--- config.mk ---
export PLATFORM = sky130hd
export DESIGN_NAME = memory_arbiter
export DESIGN_NICKNAME = d
export VERILOG_FILES = /design/src/rtl/memory_arbiter.sv
export SDC_FILE = /design/constraint.sdc
export NUM_CORES = 1
export LEC_CHECK = 0
export CORE_UTILIZATION = 40
export CTS_CLUSTER_SIZE = 14
export DETAILED_ROUTE_END_ITERATION = 6
export PLACE_DENSITY = 0.79
export SYNTH_ARGS = -nofsm -noshare
export SYNTH_HDL_FRONTEND = slang
export SYNTH_SLANG_ARGS = --single-unit
--- constraint.sdc ---
create_clock -name clk -period 5.8 [get_ports clk]
set_clock_uncertainty 0.2 [all_clocks]
set_input_delay 0.87 -clock clk [delete_from_list [all_inputs] [get_ports clk]]
set_output_delay 0.87 -clock clk [all_outputs]
set_load 0.02 [all_outputs]
--- src/rtl/memory_arbiter.sv ---
// Arbitrates one single-port memory between instruction fetch (if_*) and data access (dm_*).
// Define ARBITER_ROUND_ROBIN_EN to alternate grants on simultaneous requests (default: dm wins).
module memory_arbiter #(
  parameter int unsigned ADDR_WIDTH  = 32,
  parameter int unsigned DATA_WIDTH  = 32,
  parameter int unsigned WAIT_CYCLES = 1
) (
  input  logic                  clk,
  input  logic                  reset,
  input  logic                  if_req,
  input  logic [ADDR_WIDTH-1:0] if_addr,
  output logic                  if_ready,
  output logic [DATA_WIDTH-1:0] if_rdata,
  input  logic                  dm_req,
  input  logic                  dm_we,
  input  logic [ADDR_WIDTH-1:0] dm_addr,
  input  logic [DATA_WIDTH-1:0] dm_wdata,
  output logic                  dm_ready,
  output logic [DATA_WIDTH-1:0] dm_rdata,
  output logic [ADDR_WIDTH-1:0] memory_address,
  output logic [DATA_WIDTH-1:0] memory_wdata,
  output logic                  memory_we,
  input  logic [DATA_WIDTH-1:0] memory_data,
  output logic                  busy
);

  localparam int unsigned CntWidth = $clog2(WAIT_CYCLES + 1);
  localparam logic [CntWidth-1:0] CntLoad = CntWidth'(WAIT_CYCLES - 1);

  if (WAIT_CYCLES == 0) begin : gen_bad_wait
    $error("memory_arbiter: WAIT_CYCLES must be at least 1");
  end

  typedef enum logic [1:0] {StIdle, StAccess, StDone} state_e;

  state_e              state;
  logic [CntWidth-1:0] cnt;
  logic                sel_dm;
  logic                we_q;
  logic                dm_wins;

`ifdef ARBITER_ROUND_ROBIN_EN
  logic last_dm;
  assign dm_wins = dm_req && (!if_req || !last_dm);
`else
  assign dm_wins = dm_req;
`endif

  always_ff @(posedge clk or posedge reset) begin
    if (reset) begin
      state          <= StIdle;
      cnt            <= '0;
      sel_dm         <= 1'b0;
      we_q           <= 1'b0;
      memory_address <= '0;
      memory_wdata   <= '0;
      memory_we      <= 1'b0;
      if_ready       <= 1'b0;
      dm_ready       <= 1'b0;
      if_rdata       <= '0;
      dm_rdata       <= '0;
      busy           <= 1'b0;
`ifdef ARBITER_ROUND_ROBIN_EN
      last_dm        <= 1'b0;
`endif
    end else begin
      if_ready <= 1'b0;
      dm_ready <= 1'b0;
      unique case (state)
        StIdle: begin
          if (if_req || dm_req) begin
            sel_dm         <= dm_wins;
            memory_address <= dm_wins ? dm_addr : if_addr;
            if (dm_wins) memory_wdata <= dm_wdata;
            we_q           <= dm_wins && dm_we;
            // With a single wait cycle the first ACCESS cycle is already the last one.
            memory_we      <= dm_wins && dm_we && (WAIT_CYCLES == 1);
            cnt            <= CntLoad;
            busy           <= 1'b1;
            state          <= StAccess;
`ifdef ARBITER_ROUND_ROBIN_EN
            last_dm        <= dm_wins;
`endif
          end
        end
        StAccess: begin
          if (cnt == '0) begin
            memory_we <= 1'b0;
            if (!we_q) begin
              if (sel_dm) dm_rdata <= memory_data;
              else        if_rdata <= memory_data;
            end
            if (sel_dm) dm_ready <= 1'b1;
            else        if_ready <= 1'b1;
            state <= StDone;
          end else begin
            cnt <= cnt - 1'b1;
            if (cnt == CntWidth'(1)) memory_we <= we_q;
          end
        end
        StDone: begin
          busy  <= 1'b0;
          state <= StIdle;
        end
        default: state <= StIdle;
      endcase
    end
  end

endmodule
==> results.md <==
- Syn Area/Cell: 16.98 um2
- Post-CTS Repair Setup Buffers: 0
- H-tree Lvls: 4
- Final Hold Vio Count: 0
- Slowest CP cell: inv_2
- GRT Total Usage: between 10% and 20%
- Compound-cell area share of the yosys netlist: 0.7122%
- First-pass GRT wire length: between 20000 and 25000 um
- Drt drc: 0
- Req. time, crit path: around 5.9 ns
- Buf/Inv on CP: 3
- Post-synth top cells: dfrtp_1, mux2_2, mux2_4
- Most common cell in the synthesized netlist: dfrtp_1
- Run status: finished, final reports clean
- CTS Hold Bufs: 0
- Vias: about 3700
- Max transition margin: 46.20%
- Critical path class: input pin to register
- Clock Path Buffers: 2
- Die Width: about 120 um
- Num CTS Buffers: 17
- Multiplexer share of the synthesized area: approximately 34%
- Tcrit/Tclk final: between 40% and 50%
- CP max FO: 34
- Root Driver: clkbuf_16
- Pwr dens: ~610 nW/um2
- Initial antenna violation count: 0
- Sink Count: 136
- Switch Pwr: 1.838 mW
- Non-Filler Instances: 789
- Post-Route WL: between 10000 and 15000 um
- Final Util: between 60% and 70%
- Main combinational cell family by area after synthesis: multiplexers
- Combinational Power Share: 47.9%
- Reg2reg setup slack: between 3 and 4 ns
- Ys async rst share: 100.0%
- FP Rows: 42
- CP Data Arrival Time: approximately 2.8 ns
- Distinct cells, synth: 22
- Unrepaired setup endpoints after global routing: false
- Post-CTS resize count: 0
- Hold Path Class: register to register
- Xor and xnor fraction of the mapped netlist area: 0%
- CP cell instances: clkdlybuf4s50_1, buf_4, o21ai_2, inv_2, mux2_2
- Share of cells above drive strength 1: about 28%
- IO Port Bufs: about 260
- Skew-Pair Late Insertion Delay: approximately 0.41 ns
- Top cell type by total area after synthesis: dfrtp_1
- Cells after Synth: between 300 and 400
- Max-capacitance violation count: 0
- Worst slew pin tran: roughly 0.81 ns
- Flop pwr share: 31.1%
- Drt pass-1 iters: 4
- Clock Power Share: between 20% and 30%
- Final Net Count: 734
- Crit-path leading delay family: buffers and inverters
- Net Sw Frac: about 34%
- Ant. Diodes: 0
- Vias in the first global route: between 4000 and 5000
- Area of the multi-input gates: 2017 um2
- Post-synth EDFFs: 0
- Synth Register Bits: ~140
- Final TNS setup: 0 ns
- Synth Area in Simple Gates: roughly 1.1%
- First DRT Iteration DRCs: 175
- Initial core utilization: about two fifths
- Final worst path period need: between 2 and 3 ns
- Antenna Nets Post-Route: 0
- Slowest stage delay, CP: 0.52 ns
- Reg clk slew, reported paths: around 0.06 ns
- Core Region: 13450 um2
- Fmax achieved: ~370 MHz
- Final setup viols: 0
- Syn_nets: roughly 460
- Grt total ovfl: 0
- Seq. cell area: roughly 3400 um2
- Die Ht: roughly 120 um
- Peak supply drop: 0.3113 mV
- Largest net degree at the start of global routing: 94
- Synthesis-to-layout area growth: 59.72%
- Filler cells: roughly 1000
- YS warnings: 0
- Mapped cell area: ~5600 um2
- CTS tree: built
- DIE AREA: roughly 15000 um2
- P_int: 3.634 mW
- Share of the synthesized area in the top cell type: 60.54%
- Seq/Total Area, Yosys: between 60% and 70%
- Vias per cell: 4.707
- Dpl cells: approximately 760
- Critical path startpoint category: input pin
- WL/cell: 17.25 um
- Area contributors post-synth: dfrtp_1, mux2_2, mux2_4
- Leakage power: 3.732 nW
- DP Wirelength: 9757 um
- Placer Congestion: approximately 0.74
- Adder-cell area share of the yosys netlist: 0%
- Top FF cell, synth: dfrtp_1
- Critical Path End Type: register
- Max-slew violations: 0
- I/O Pins: 265
-- placed cells by master, fill, tap and decap left out --
| cell | netlist | routed |
|---|---|---|
| and2_1 | 1 | 1 |
| inv_2 | 1 | 1 |
| o21ai_2 | 1 | 1 |
| dfrtp_1 | 136 | 136 |
| a21o_1 | 1 | 1 |
| nand2_1 | 1 | 1 |
| nor3_4 | 1 | 1 |
| bufinv_16 | 0 | 4 |
| nor2_1 | 2 | 2 |
| clkbuf_1 | 0 | 1 |
| and3b_1 | 1 | 1 |
| mux2_1 | 29 | 29 |
| mux2_2 | 101 | 101 |
| o21ai_0 | 1 | 1 |
| a32o_1 | 1 | 1 |
| nor2b_4 | 1 | 1 |
| nand2b_1 | 1 | 1 |
| a22o_1 | 1 | 1 |
| mux2_4 | 30 | 30 |
| clkdlybuf4s50_1 | 0 | 264 |
| clkinv_4 | 0 | 1 |
| inv_6 | 0 | 2 |
| buf_4 | 3 | 5 |
| inv_1 | 3 | 2 |
| clkbuf_16 | 0 | 17 |
| clkbuf_8 | 0 | 3 |
| clkinvlp_4 | 0 | 4 |
-- final cells by class --
cell class	count	area share (%)
repair buffers	269	29.85
clock buffers	21	5.240
clock inverters	10	1.867
multi-input cells	173	22.46
well taps	176	2.453
inverters	4	0.2230
flip-flops and latches	136	37.90
-- registers in the layout (all words and copies together), names as in the netlist --
name            count
busy                1
dm_rdata           32
dm_ready            1
if_rdata           32
if_ready            1
memory_address     32
memory_wdata       32
memory_we           1
sel_dm              1
state               2
we_q                1
-- logic make-up after synthesis --
logic type,Yosys count
multiplexers,160
flip-flops,136
buffers and inverters,22
AND/OR/NAND/NOR,8
AO/OA/AOI/OAI,5
-- power groups by stage --
stage / Clock [mW] / Sequential [mW] / Combinational (mW)
floorplan: 0 / 2.28 / 0.897
global placement: 0 / 1.69 / 2.60
detailed placement: 0 / 1.71 / 2.65
CTS: 1.18 / 1.71 / 2.66
global route: 1.22 / 1.77 / 2.76
finish: 1.15 / 1.70 / 2.62
-- path summary, 6_finish.rpt --
check / start / to / cells past startpoint
min in group asynchronous: reset / if_rdata[25]$_DFFE_PP0P_ / 2
setup / recovery: dm_req / memory_address[30]$_DFFE_PP0P_ / 5
hold reg to reg: if_rdata[19]$_DFFE_PP0P_ / if_rdata[19]$_DFFE_PP0P_ / 1
max in group asynchronous: reset / dm_rdata[0]$_DFFE_PP0P_ / 3
hold / removal: if_rdata[19]$_DFFE_PP0P_ / if_rdata[19]$_DFFE_PP0P_ / 1
setup reg to reg: sel_dm$_DFFE_PP0P_ / dm_rdata[29]$_DFFE_PP0P_ / 4
-- per-stage QoR --
step                      instance area [um2]  hold WS [ns]  total power, mW  worst slack (ns)
after CTS                                8979        0.2890            5.546             3.027
final                                    8979        0.2878            5.473             3.071
after global routing                     8979        0.3071            5.748             2.922
after detailed placement                 8341        0.2741            4.362             2.585
after global placement                   8341        0.2661            4.292             2.675
after floorplan                          5622        0.2961            3.172             1.091
-- routing by layer --
metal	GRT usage, %	part of all wire [%]
met5	0	0
met3	6.698	8.0
met1	22.60	39
met2	32.94	50
met4	8.873	2.6
-- worst register-to-register path, delay by kind of cell (launching register included) --
kind,cells,cell delay [ns]
buf+inv,1,0.50
flops,1,0.42
mux,1,0.43
simple gates,2,0.33
Power figures use the tool's default switching activity.
